<file path="src/rtl/multi_alarm_controller.sv">
// Multi-channel alarm clock: binary HH:MM:SS timekeeping, per-channel ring/snooze FSMs, registered BCD display.
// Build option: define MULTI_ALARM_SNOOZE_EN to add the SNOOZED state, snooze counters and i_Snooze handling.
module multi_alarm_controller #(
  parameter int ALARM_NUM        = 4,
  parameter int SNOOZE_MIN       = 9,
  parameter int RING_TIMEOUT_MIN = 10,
  parameter int HOUR_24          = 0,
  parameter int START_HOURS      = 0,
  parameter int START_MINUTES    = 0,
  localparam int SEL_W = (ALARM_NUM > 1) ? $clog2(ALARM_NUM) : 1
) (
  input  logic                 i_Clk,
  input  logic                 i_Reset,
  input  logic                 i_Sec_Pulse,
  input  logic [1:0]           i_Mode,
  input  logic [SEL_W-1:0]     i_Alarm_Sel,
  input  logic                 i_Minutes_Inc,
  input  logic                 i_Hours_Inc,
  input  logic                 i_Alarm_Enable_Toggle,
  input  logic                 i_Snooze,
  input  logic                 i_Dismiss,
  output logic [23:0]          o_Display_Time,
  output logic                 o_Display_PM,
  output logic [ALARM_NUM-1:0] o_Alarm_Enabled,
  output logic [ALARM_NUM-1:0] o_Alarm_Ringing,
  output logic                 o_Alarm_Any
);

`ifdef MULTI_ALARM_SNOOZE_EN
  typedef enum logic [1:0] {IDLE = 2'd0, RINGING = 2'd1, SNOOZED = 2'd2} alarm_state_t;
  localparam logic [5:0] SNOOZE_LOAD = 6'(SNOOZE_MIN);
`else
  typedef enum logic [1:0] {IDLE = 2'd0, RINGING = 2'd1} alarm_state_t;
`endif

  function automatic logic [7:0] bcd2(input logic [5:0] v);
    logic [3:0] t;
    logic [5:0] r;
    t = 4'd0;
    r = v;
    for (int k = 0; k < 5; k++) begin
      if (r >= 6'd10) begin
        r = r - 6'd10;
        t = t + 4'd1;
      end
    end
    return {t, r[3:0]};
  endfunction

  // Returns {pm, hour_bcd} for the configured display format.
  function automatic logic [8:0] fmt_hour(input logic [4:0] h);
    if (HOUR_24 != 0) return {1'b0, bcd2({1'b0, h})};
    if (h == 5'd0)    return {1'b0, 8'h12};
    if (h < 5'd12)    return {1'b0, bcd2({1'b0, h})};
    if (h == 5'd12)   return {1'b1, 8'h12};
    return {1'b1, bcd2({1'b0, 5'(h - 5'd12)})};
  endfunction

  localparam logic [4:0]  RST_H        = 5'(START_HOURS);
  localparam logic [5:0]  RST_M        = 6'(START_MINUTES);
  localparam logic [8:0]  RST_HF       = fmt_hour(RST_H);
  localparam logic [23:0] RST_DISP     = {RST_HF[7:0], bcd2(RST_M), 8'h00};
  localparam logic [5:0]  TIMEOUT_LAST = 6'(RING_TIMEOUT_MIN - 1);

  logic [4:0] hrs, hrs_n;
  logic [5:0] mins, mins_n, secs, secs_n;
  logic       set_time, set_alarm, rollover, sel_ok;
  logic [ALARM_NUM-1:0] sel_hit, en, en_n;
  logic [4:0]   al_h   [ALARM_NUM];
  logic [4:0]   al_h_n [ALARM_NUM];
  logic [5:0]   al_m   [ALARM_NUM];
  logic [5:0]   al_m_n [ALARM_NUM];
  logic [5:0]   ring_t   [ALARM_NUM];
  logic [5:0]   ring_t_n [ALARM_NUM];
  alarm_state_t st   [ALARM_NUM];
  alarm_state_t st_n [ALARM_NUM];
`ifdef MULTI_ALARM_SNOOZE_EN
  logic [5:0]   snz_c   [ALARM_NUM];
  logic [5:0]   snz_c_n [ALARM_NUM];
`else
  logic         unused_snooze;
  assign unused_snooze = i_Snooze ^ (SNOOZE_MIN == 0);
`endif

  assign set_time  = (i_Mode == 2'd1);
  assign set_alarm = (i_Mode == 2'd2);
  assign rollover  = !set_time && i_Sec_Pulse && (secs == 6'd59);
  assign sel_ok    = (32'(i_Alarm_Sel) < ALARM_NUM);

  always_comb begin
    sel_hit = '0;
    if (sel_ok) sel_hit[i_Alarm_Sel] = 1'b1;
  end

  always_comb begin
    hrs_n  = hrs;
    mins_n = mins;
    secs_n = secs;
    if (set_time) begin
      secs_n = 6'd0;
      if (i_Minutes_Inc) mins_n = (mins == 6'd59) ? 6'd0 : mins + 6'd1;
      if (i_Hours_Inc)   hrs_n  = (hrs == 5'd23) ? 5'd0 : hrs + 5'd1;
    end else if (i_Sec_Pulse) begin
      if (secs == 6'd59) begin
        secs_n = 6'd0;
        if (mins == 6'd59) begin
          mins_n = 6'd0;
          hrs_n  = (hrs == 5'd23) ? 5'd0 : hrs + 5'd1;
        end else begin
          mins_n = mins + 6'd1;
        end
      end else begin
        secs_n = secs + 6'd1;
      end
    end
  end

  // Per-channel next state: edits, enable toggle, then ring/snooze FSM; disabling overrides all.
  always_comb begin
    for (int i = 0; i < ALARM_NUM; i++) begin
      al_h_n[i]   = al_h[i];
      al_m_n[i]   = al_m[i];
      en_n[i]     = en[i];
      st_n[i]     = st[i];
      ring_t_n[i] = ring_t[i];
`ifdef MULTI_ALARM_SNOOZE_EN
      snz_c_n[i]  = snz_c[i];
`endif
      if (set_alarm && sel_hit[i]) begin
        if (i_Minutes_Inc) al_m_n[i] = (al_m[i] == 6'd59) ? 6'd0 : al_m[i] + 6'd1;
        if (i_Hours_Inc)   al_h_n[i] = (al_h[i] == 5'd23) ? 5'd0 : al_h[i] + 5'd1;
      end
      if (i_Alarm_Enable_Toggle && sel_hit[i]) en_n[i] = ~en[i];
      case (st[i])
        IDLE: begin
          if (rollover && en_n[i] && (al_h[i] == hrs_n) && (al_m[i] == mins_n)) begin
            st_n[i]     = RINGING;
            ring_t_n[i] = 6'd0;
          end
        end
        RINGING: begin
          if (i_Dismiss) begin
            st_n[i] = IDLE;
`ifdef MULTI_ALARM_SNOOZE_EN
          end else if (i_Snooze) begin
            st_n[i]    = SNOOZED;
            snz_c_n[i] = SNOOZE_LOAD;
`endif
          end else if (rollover) begin
            if (ring_t[i] == TIMEOUT_LAST) st_n[i] = IDLE;
            else ring_t_n[i] = ring_t[i] + 6'd1;
          end
        end
`ifdef MULTI_ALARM_SNOOZE_EN
        SNOOZED: begin
          if (i_Dismiss) begin
            st_n[i] = IDLE;
          end else if (rollover) begin
            if (snz_c[i] <= 6'd1) begin
              st_n[i]     = RINGING;
              ring_t_n[i] = 6'd0;
              snz_c_n[i]  = 6'd0;
            end else begin
              snz_c_n[i] = snz_c[i] - 6'd1;
            end
          end
        end
`endif
        default: st_n[i] = IDLE;
      endcase
      if (en[i] && !en_n[i]) st_n[i] = IDLE;
    end
  end

  always_ff @(posedge i_Clk or posedge i_Reset) begin
    if (i_Reset) begin
      hrs  <= RST_H;
      mins <= RST_M;
      secs <= 6'd0;
      en   <= '0;
      for (int i = 0; i < ALARM_NUM; i++) begin
        al_h[i]   <= 5'd0;
        al_m[i]   <= 6'd0;
        st[i]     <= IDLE;
        ring_t[i] <= 6'd0;
`ifdef MULTI_ALARM_SNOOZE_EN
        snz_c[i]  <= 6'd0;
`endif
      end
    end else begin
      hrs  <= hrs_n;
      mins <= mins_n;
      secs <= secs_n;
      en   <= en_n;
      for (int i = 0; i < ALARM_NUM; i++) begin
        al_h[i]   <= al_h_n[i];
        al_m[i]   <= al_m_n[i];
        st[i]     <= st_n[i];
        ring_t[i] <= ring_t_n[i];
`ifdef MULTI_ALARM_SNOOZE_EN
        snz_c[i]  <= snz_c_n[i];
`endif
      end
    end
  end

  logic [4:0]  show_h;
  logic [5:0]  show_m, show_s;
  logic [8:0]  hour_fmt;
  logic [23:0] disp_p1;
  logic        pm_p1;

  always_comb begin
    show_h = hrs;
    show_m = mins;
    show_s = secs;
    if (set_alarm && sel_ok) begin
      show_h = al_h[i_Alarm_Sel];
      show_m = al_m[i_Alarm_Sel];
      show_s = 6'd0;
    end
    hour_fmt = fmt_hour(show_h);
  end

  // Display stage: one register of BCD conversion behind the internal state.
  always_ff @(posedge i_Clk or posedge i_Reset) begin
    if (i_Reset) begin
      disp_p1 <= RST_DISP;
      pm_p1   <= RST_HF[8];
    end else begin
      disp_p1 <= {hour_fmt[7:0], bcd2(show_m), bcd2(show_s)};
      pm_p1   <= hour_fmt[8];
    end
  end

  always_comb begin
    for (int i = 0; i < ALARM_NUM; i++) o_Alarm_Ringing[i] = (st[i] == RINGING);
  end

  assign o_Alarm_Any     = |o_Alarm_Ringing;
  assign o_Alarm_Enabled = en;
  assign o_Display_Time  = disp_p1;
  assign o_Display_PM    = pm_p1;

endmodule

</file>
<file path="config.mk">
export PLATFORM = sky130hd
export DESIGN_NAME = multi_alarm_controller
export DESIGN_NICKNAME = d
export VERILOG_FILES = /design/src/rtl/multi_alarm_controller.sv
export SDC_FILE = /design/constraint.sdc
export NUM_CORES = 1
export LEC_CHECK = 0
export ABC_AREA = 1
export CORE_MARGIN = 2
export CORE_UTILIZATION = 36
export DETAILED_ROUTE_END_ITERATION = 6
export GPL_TIMING_DRIVEN = 1
export HOLD_SLACK_MARGIN = 0.08
export RECOVER_POWER = 50
export SETUP_SLACK_MARGIN = 0.3
export SYNTH_ARGS = -nofsm -noshare
export SYNTH_HDL_FRONTEND = slang
export SYNTH_SLANG_ARGS = --single-unit
export TNS_END_PERCENT = 50
</file>
<file path="constraint.sdc">
create_clock -name i_Clk -period 8.4 [get_ports i_Clk]
set_input_delay 2.52 -clock i_Clk [delete_from_list [all_inputs] [get_ports i_Clk]]
set_output_delay 2.52 -clock i_Clk [all_outputs]
set_load 0.005 [all_outputs]
</file>
**Word-level counts from Yosys, hierarchy flattened**

Index checks and enable logic that the tools add are counted.

- Flip-flop bits (word level): 122
- Output and inout port bits: 34
- Word-level logic and storage cells: 393

- Add/sub/neg operators: 52
- $lt $le $gt $ge: 24
- Eq/ne operators: 58
- Muxes and demuxes: 173
- Bitwise operators: 5
- Reductions and logical operators: 59

Operators by type and width:

| cell | number |
|---|---|
| 6-bit two-way mux | 68 |
| 4-bit two-way mux | 40 |
| 6-bit by 4-bit greater-or-equal comparator with 1-bit output (second input constant) | 18 |
| 6-bit by 4-bit subtractor with 6-bit output (second input constant) | 14 |
| 5-bit two-way mux | 13 |
| 4-bit by 1-bit adder with 4-bit output (second input constant) | 16 |
| 6-bit by 1-bit adder with 6-bit output (second input constant) | 10 |
| 9-bit two-way mux | 6 |
| 6-bit one-hot mux with 2 select lines | 4 |
| 2-bit two-way mux | 20 |
| 6-bit == test (second input constant) | 6 |
| 4-bit by 2-bit inequality test with 1-bit output (second input constant) | 8 |
| 1-bit logical AND | 27 |
| 5-bit by 1-bit adder with 5-bit output (second input constant) | 5 |
| 5-bit == test (second input constant) | 5 |
| 6-bit by 4-bit == test with 1-bit output (second input constant) | 4 |
| 6-bit == test | 4 |
| 2-bit inequality test (second input constant) | 12 |
| 5-bit == test | 4 |
| 5-bit AND reduction | 4 |
| 2-bit one-hot mux with 2 select lines | 4 |
| 2-bit AND reduction | 8 |
| 4-bit subtractor (second input constant) | 4 |
| 1-bit two-way mux | 15 |
| 23 further kinds | 52 |

**Depth between registers and ports, before layout**

Gate-level depths: netlist of the first run.

- Word-level depth: 33
- Gate-level depth with buffers: 54
- Gate-level depth less buffers: 53

**Worst setup path after synthesis of the first run**

OpenSTA, ideal clock, no wires.

- Kind: input to register
- From: input i_Alarm_Sel[1]
- To: register disp_p1[18], in the netlist o_Display_Time[18]
- Arrival time: 7.454 ns
- Required time: 8.329 ns
- Path slack: 0.874 ns
- Cell stages on the path: 54
- Path buffers: 1
- Path through: buf_6 -> inv_4 -> nand2_4 -> nor2_1 -> a21oi_1 -> nand2_1 -> o21ai_1 -> inv_1 -> ha_1 -> inv_1 -> ha_1 -> nand2_1 -> a21oi_2 -> nand2_2 -> nand2_1 -> nand2_1 -> inv_1 -> ha_1 -> (+18 left out) -> nand2_2 -> nand2_2 -> nand2_2 -> nand2_1 -> o21ai_0 -> inv_1 -> ha_1 -> inv_1 -> nor2_1 -> nor2_1 -> nand3_1 -> nand2_2 -> nand2_4 -> nand2_1 -> nand3_1 -> nand2_1 -> nand2_1 -> nor2_1

- Longest elaborated chain between the ends: 31

Ends and longest elaborated chain:

| item | line | RTL |
|---|---|---|
| from (decl) | 16 | `input logic [SEL_W-1:0] i_Alarm_Sel,` |
| 2-bit NOT with 3-bit output (implied by the code) * | 218 | `show_h = al_h[i_Alarm_Sel];` |
| 5-bit binary-select mux with 2-bit select * | 218 |  |
| 5-bit two-way mux (implied by the code) * (2 in a row) | 218 |  |
| 5-bit two-way mux * | 217 | `if (set_alarm && sel_ok) begin` |
| 5-bit by 4-bit subtractor with 5-bit output | 56 | `return {1'b1, bcd2({1'b0, 5'(h - 5'd12)})};` |
| 5-bit by 4-bit subtractor with 6-bit output / 5-bit by 4-bit greater-or-equal comparator with 1-bit output (equally long branches) | 43, 42 |  |
| 6-bit two-way mux | 42 | `if (r >= 6'd10) begin` |
| 6-bit two-way mux | 56 |  |
| (+15 left out) | - |  |
| 6-bit two-way mux | 55 | `if (h == 5'd12) return {1'b1, 8'h12};` |
| 6-bit two-way mux | 54 | `if (h < 5'd12) return {1'b0, bcd2({1'b0, h})};` |
| 6-bit by 4-bit greater-or-equal comparator with 1-bit output / 4-bit subtractor (equally long branches) | 42, 43 |  |
| 4-bit two-way mux | 42 |  |
| 9-bit two-way mux | 56 |  |
| 9-bit two-way mux | 55 |  |
| 9-bit two-way mux * | 54 |  |
| net hour_fmt[2] | 209 | `logic [8:0] hour_fmt;` |
| to (signal assigned) | 231 | `disp_p1 <= {hour_fmt[7:0], bcd2(show_m), bcd2(show_s)};` |
| to (decl) | 210 | `logic [23:0] disp_p1;` |

The timed path passes the listed nets; every way through them passes the cells marked *. The select of a mux whose other input is x is not followed.
A chain may end at the register's enable or synchronous reset.

**Final worst setup path of the first run**

- From: input i_Alarm_Sel[0]
- To: register disp_p1[14], in the netlist o_Display_Time[14]

- Longest elaborated chain between the ends: 15

Ends and longest elaborated chain:

| item | line | RTL |
|---|---|---|
| 2-bit NOT with 3-bit output (implied by the code) * | 219 | `show_m = al_m[i_Alarm_Sel];` |
| 6-bit binary-select mux with 2-bit select * | 219 |  |
| 6-bit two-way mux (implied by the code) * (2 in a row) | 219 |  |
| 6-bit two-way mux * | 217 |  |
| 6-bit by 4-bit subtractor with 6-bit output / 6-bit by 4-bit greater-or-equal comparator with 1-bit output (equally long branches) | 43, 42 |  |
| 6-bit two-way mux / 1-bit two-way mux (equally long branches) | 42 |  |
| 6-bit by 4-bit subtractor with 6-bit output, or another cell as far along | 43 | `r = r - 6'd10;` |
| 6-bit two-way mux / 4-bit two-way mux (equally long branches) | 42 |  |
| 6-bit by 4-bit subtractor with 6-bit output, or another cell as far along | 43 |  |
| 6-bit two-way mux / 4-bit two-way mux (equally long branches) | 42 |  |
| 6-bit by 4-bit subtractor with 6-bit output, or another cell as far along | 43 |  |
| 6-bit two-way mux / 4-bit two-way mux (equally long branches) | 42 |  |
| 6-bit by 4-bit greater-or-equal comparator with 1-bit output / 4-bit by 1-bit adder with 4-bit output (equally long branches) | 42, 44 |  |
| 4-bit two-way mux * | 42 |  |

Every way passes the cells marked *; elsewhere a longest branch is shown, timed or not. The select of a mux whose other input is x is not followed.

==> results of run 1 <==
## cell families (layout without fill, tap and decap cells)
family	after synthesis	in the layout	synth area share, %
simple gates	838	838	36.7
buf+inv	280	368	10.1
compound gates	182	182	10.1
flops	118	118	27.3
fa+ha+maj	78	78	9.02
xor+xnor	75	75	6.80
## worst reg2reg max path: cells and delay by family (launching register included)
family	cells	cell delay [ns]
compound gates	4	0.55
flops	1	0.45
simple gates	32	2.82
buf+inv	9	0.68
fa+ha+maj	5	1.00
## cells in the mapped netlist, drive strengths merged (3+ instances only)
cell and number:
a211oi 8, a21oi 54, a221oi 3, a22oi 5
and3 3, buf 6, clkinv 3, dfrtp 116
ha 78, inv 269, nand2 454, nand3 141
nand3b 9, nand4 42, nor2 140, nor3 32
nor4 8, o21ai 81, o22ai 14, o31ai 4
or2 6, xnor2 10, xor2 65
## layout make-up
class | count | area [µm²]
Tap cell | 390 | 488
Clock buffer | 20 | 457
Fill cell | 3085 | 17200
Clock inverter | 12 | 164
Multi-Input combinational cell | 1173 | 6790
Sequential cell | 118 | 2960
Timing Repair Buffer | 64 | 588
Inverter | 272 | 1030
## placed cells by master, fill, tap and decap left out, types with 8 or more instances in the layout
cell             n
nand2_2         45
inv_2           20
xnor2_1          9
buf_4           15
nand3b_1         9
nand4_1         40
dlygate4sd3_1   38
xor2_1          56
nor4_1           8
clkbuf_16       17
o21ai_0         57
nor2_2          11
a21oi_1         47
xor2_2           9
nand3_1        131
nand2_1        395
a211oi_1         8
ha_1            78
o21ai_1         14
nand2_4         14
o22ai_1         14
nor3_1          32
o21ai_2         10
dfrtp_1        116
nor2_1         125
inv_1          246
## flip-flops by register name (all words and copies together) (netlist names)
| signal | flops |
|---|---|
| ring_t | 24 |
| o_Display_PM | 1 |
| o_Display_Time | 24 |
| al_h | 20 |
| secs | 6 |
| st | 4 |
| hrs | 5 |
| al_m | 24 |
| mins | 6 |
| o_Alarm_Enabled | 4 |
## stage by stage
stage | instances | hold WS [ns] | setup WS [ns] | util, % | cell area, µm²
finish | 2049 | 0.529 | 0.864 | 42.1 | 12500
global route | 2049 | 0.560 | 0.180 | 42.1 | 12500
CTS | 2045 | 0.530 | 0.461 | 42.0 | 12400
detailed placement | 2013 | 0.514 | 0.0290 | 39.9 | 11800
global placement | 2013 | 0.509 | 0.0756 | 39.9 | 11800
floorplan | 1571 | 0.494 | 0.874 | - | 10800
## repair_timing
item | 4_1_cts | 5_1_grt
buffers inserted | 0 | 3
gates resized for setup | 0 | 15
setup endpoints to repair | 0 | 13
## routing by layer
layer	part of all wire, %	GRT usage (%)	vias to the layer above
li1	-	-	5220
met1	49	23.1	4600
met2	47	28.7	138
met3	3.0	2.31	26
met4	1.5	5.12	0
met5	0	0	-
## how the worst max path moves through the flow
stage,startpoint,to,slack [ns],depth (start not counted)
2_1_floorplan,i_Alarm_Sel[1],o_Display_Time[18],0.87,54
5_1_grt,i_Alarm_Sel[0],o_Display_Time[14],0.18,49
3_3_place_gp,i_Alarm_Sel[1],o_Display_Time[18],0.08,50
3_5_place_dp,i_Alarm_Sel[1],o_Display_Time[21],0.03,50
4_1_cts,i_Alarm_Sel[1],o_Display_Time[21],0.46,52
6_report,i_Alarm_Sel[0],o_Display_Time[14],0.86,49
==> impl_metrics.ini, run 1 <==
[outcome]
status = finished, violations left
violations = capacitance limit, slew limit

[floorplanning]
fp.dieArea_mm2 = 0.0315
rows = 63
start_util_pct = 36.5
core_mm2 = 0.0296
io_pins = 46
die_w_um = 177
die_h_um = 177

[detailed_routing]
wire_per_inst_um = 12.6
finalWirelength_um = 25800
ant_nets = 0
drtIter0Drc = 578
dr.pass1.iters = 5
vias_per_cell = 4.87
drc = 0
vias = 9984

[placed_design]
place_hpwl_um = 19900
port_buffers = 44
gp_congestion = 0.859

[min_path]
hold_class = reg2reg
whs_endpoint = ring_t[5]
min_from = ring_t[5]
worstHoldPathCells = 2

[yosys]
async_reset_ff_share_pct = 100
synthCells = 1571
synth_top_area_share_pct = 26.8
synth_largest_area_cell = dfrtp_1
synth-main-ff-cell = dfrtp_1
ys_seq_area_share_pct = 27.3
synthDistinctLibCells = 54
synth-seq-cells = 118
synth_area_per_cell_um2 = 6.89
synth_area_mm2 = 0.0108
yosys-top-cells-area = dfrtp_1 27%, nand2_1 14%, ha_1 9.0%, inv_1 8.6%, nand3_1 6.1%
synth_edf_count = 0
yosys_warnings = 0
synth_nets = 1661

[clocking]
root_buffer = clkbuf_16
holdBufCountCts = 0
clock-sinks = 118
clk_latency_ns = 0.43
cts_buffers = 17
clkTransAtPathRegs_ns = 0.06
clock_path_buffers = 2
htree_num_levels = 4
tritoncts = yes

[layout]
num_antenna_cells = 0
drive_above_1_share_pct = 11.6
fin_nets = 1736
syn_to_final_growth_pct = 15.2

[critical_path]
reg2regPathDepth = 50
slowest_delay_ns = 0.44
critPathBufInv = 13
cp.required_ns = 8.72
path_class = in2reg
timing.rr.start = al_h[7]
crit_top_cell = nand2_1
crit_fanout = 9
cp-start-kind = input port
r2r-end = o_Display_Time[21]
critPathArrivalTime_ns = 7.85
crit_family = simple AND/OR/NAND/NOR gates
cp_slowest_cell = clkbuf_1
worstSetupEndpointType = flop
rrSetupSlack_ns = 2.83

[timing]
timing.final.crit_share_pct = 89.7
fmax_mhz = 133
final_max_slew_viol_count = 54
relSlewSlack_pct = -77.1
finalCriticalPeriod_ns = 7.54
tightest_slew_ns = 2.64
hold_violations = 0
finClkSkew_ns = 0.0151
finalSetupViolCount = 0
finalSetupTns_ns = 0
rsz0062_at_grt = yes

[grt]
grt_pass1_wl_um = 44500
grt_start_max_net_pins = 67
grt_pass1_vias = 9521
gr-total-overflow = 0
track_usage_pct = 17.2
grt_antenna_before_repair = 0

[flow_run]
drv_cap = 1
Power of run 1 is left out: the tool's default activity adds up to more than one toggle a clock period on the data nets, which glitch-free logic cannot reach.
==> run 2: changes to the inputs <==
CORE_MARGIN = unset   (was 2)
CORE_UTILIZATION = 49   (was 36)
PLACE_DENSITY = 0.67   (was unset)
clock period = 9.4 ns   (was 8.4 ns; I/O delays follow)
==> run 2 against run 1 <==
Against the previous run: the flow still finishes with violations (capacitance limit, slew limit); sequential share of layout area grew 0.55 points; clock skew shrank 0.0038 ns; die area shrank 28%; register-to-register slack gained 0.72 ns; critical path type unchanged; via count shrank 0.21%; global-route usage grew 5.5 points; non-clock buffer count shrank 12; worst hold slack gained 0.0017 ns; utilization grew 14 points.
==> impl_metrics.ini, run 2 (synthesis results as in run 1) <==
[outcome]
status = finished, violations left
violations = capacitance limit, slew limit

[grt]
grt_antenna_before_repair = 0
gr-total-overflow = 0
grt_pass1_vias = 8929
grt_start_max_net_pins = 68
track_usage_pct = 22.7
grt_pass1_wl_um = 41100

[timing]
relSlewSlack_pct = -142
timing.final.crit_share_pct = 90.5
rsz0062_at_grt = no
finalCriticalPeriod_ns = 8.51
final_max_slew_viol_count = 121
tightest_slew_ns = 3.63
finalSetupViolCount = 0
fmax_mhz = 117
hold_violations = 0
finalSetupTns_ns = 0
finClkSkew_ns = 0.0113

[critical_path]
cp_slowest_cell = clkbuf_1
path_class = in2reg
critPathArrivalTime_ns = 8.81
cp-start-kind = input port
cp.required_ns = 9.70
crit_fanout = 16
worstSetupEndpointType = flop
slowest_delay_ns = 0.69
crit_top_cell = nand2_1

[floorplanning]
die_w_um = 151
rows = 54
die_h_um = 151
core_mm2 = 0.0218
start_util_pct = 49.8
io_pins = 46
fp.dieArea_mm2 = 0.0227

[clocking]
clkTransAtPathRegs_ns = 0.06
tritoncts = yes
clock-sinks = 118
clk_latency_ns = 0.42
clock_path_buffers = 2
htree_num_levels = 4
cts_buffers = 17
root_buffer = clkbuf_16

[detailed_routing]
wire_per_inst_um = 12.9
dr.pass1.iters = 5
drtIter0Drc = 658
finalWirelength_um = 24900
vias = 9963
drc = 0
vias_per_cell = 5.17
ant_nets = 0

[placed_design]
port_buffers = 44
gp_congestion = 0.957
place_hpwl_um = 19200

[layout]
layout_common_cells = 394 x nand2_1, 246 x inv_1, 131 x nand3_1
num_antenna_cells = 0
layout_commonest_cell = nand2_1
fin_nets = 1724
drive_above_1_share_pct = 11.0
syn_to_final_growth_pct = 12.6

[flow_run]
drv_cap = 2

[min_path]
hold_class = reg2reg
run 2: cell types whose count changed in the layout (fill, tap and decap cells not counted), moves of 2 or more:
cell,change
clkinv_2,+2
clkbuf_1,-2
inv_6,-2
nand2_2,+2
buf_4,-11
clkdlybuf4s50_1,+4
clkinv_4,+3
dlygate4sd3_1,-2
clkbuf_8,-2
run 2: path summary, 6_finish.rpt:
check	from	end	slack (ns)	depth (start not counted)
setup / recovery	i_Mode[0]	o_Display_Time[14]	0.89	47
hold / removal	o_Alarm_Enabled[2]	o_Alarm_Enabled[2]	0.53	1
setup reg to reg	al_h[12]	o_Display_Time[21]	3.55	52
hold reg to reg	o_Alarm_Enabled[2]	o_Alarm_Enabled[2]	0.53	1
max in group asynchronous	i_Reset	al_h[6]	1.61	3
min in group asynchronous	i_Reset	ring_t[19]	3.52	2
run 2: cell type report:
type                            count  area, µm²
Timing Repair Buffer               52        489
Clock inverter                     14        153
Fill cell                        2155       9570
Tap cell                          280        350
Clock buffer                       17        425
Inverter                          272       1030
Sequential cell                   118       2960
Multi-Input combinational cell   1173       6790
run 2: layer usage:
layer	track usage (%)	up-vias	share of wire (%)
met5	0	-	0
met4	5.25	0	1.0
met3	4.00	16	4.0
met2	39.1	175	48
met1	29.4	4595	47
li1	-	5177	-
run 2: repair_timing:
| action | CTS | global route |
|---|---|---|
| setup buffers | 0 | 0 |
| hold buffers | 0 | 0 |
| setup endpoints to repair | 0 | 7 |
| gates resized for setup | 0 | 6 |
run 2: per-stage QoR:
step / instances / hold WS, ns / setup slack [ns] / cell area, µm² / util (%)
detailed placement: 1895 / 0.528 / 0.279 / 11600 / 53.4
CTS: 1926 / 0.537 / 0.713 / 12200 / 56.0
global placement: 1895 / 0.512 / 0.424 / 11600 / 53.4
global route: 1926 / 0.565 / 0.192 / 12200 / 56.0
finish: 1926 / 0.531 / 0.889 / 12200 / 56.0
floorplan: 1571 / 0.494 / 1.57 / 10800 / -
run 2: worst max-delay path: cells and delay by family:
| family | cells | cell delay, ns |
|---|---|---|
| AO/OA/AOI/OAI | 1 | 0.16 |
| XOR/XNOR | 1 | 0.29 |
| adder cells (fa/ha/maj) | 5 | 0.87 |
| buffers and inverters | 13 | 2.11 |
| AND/OR/NAND/NOR | 27 | 2.54 |
Power of run 2 is left out for the same reason.
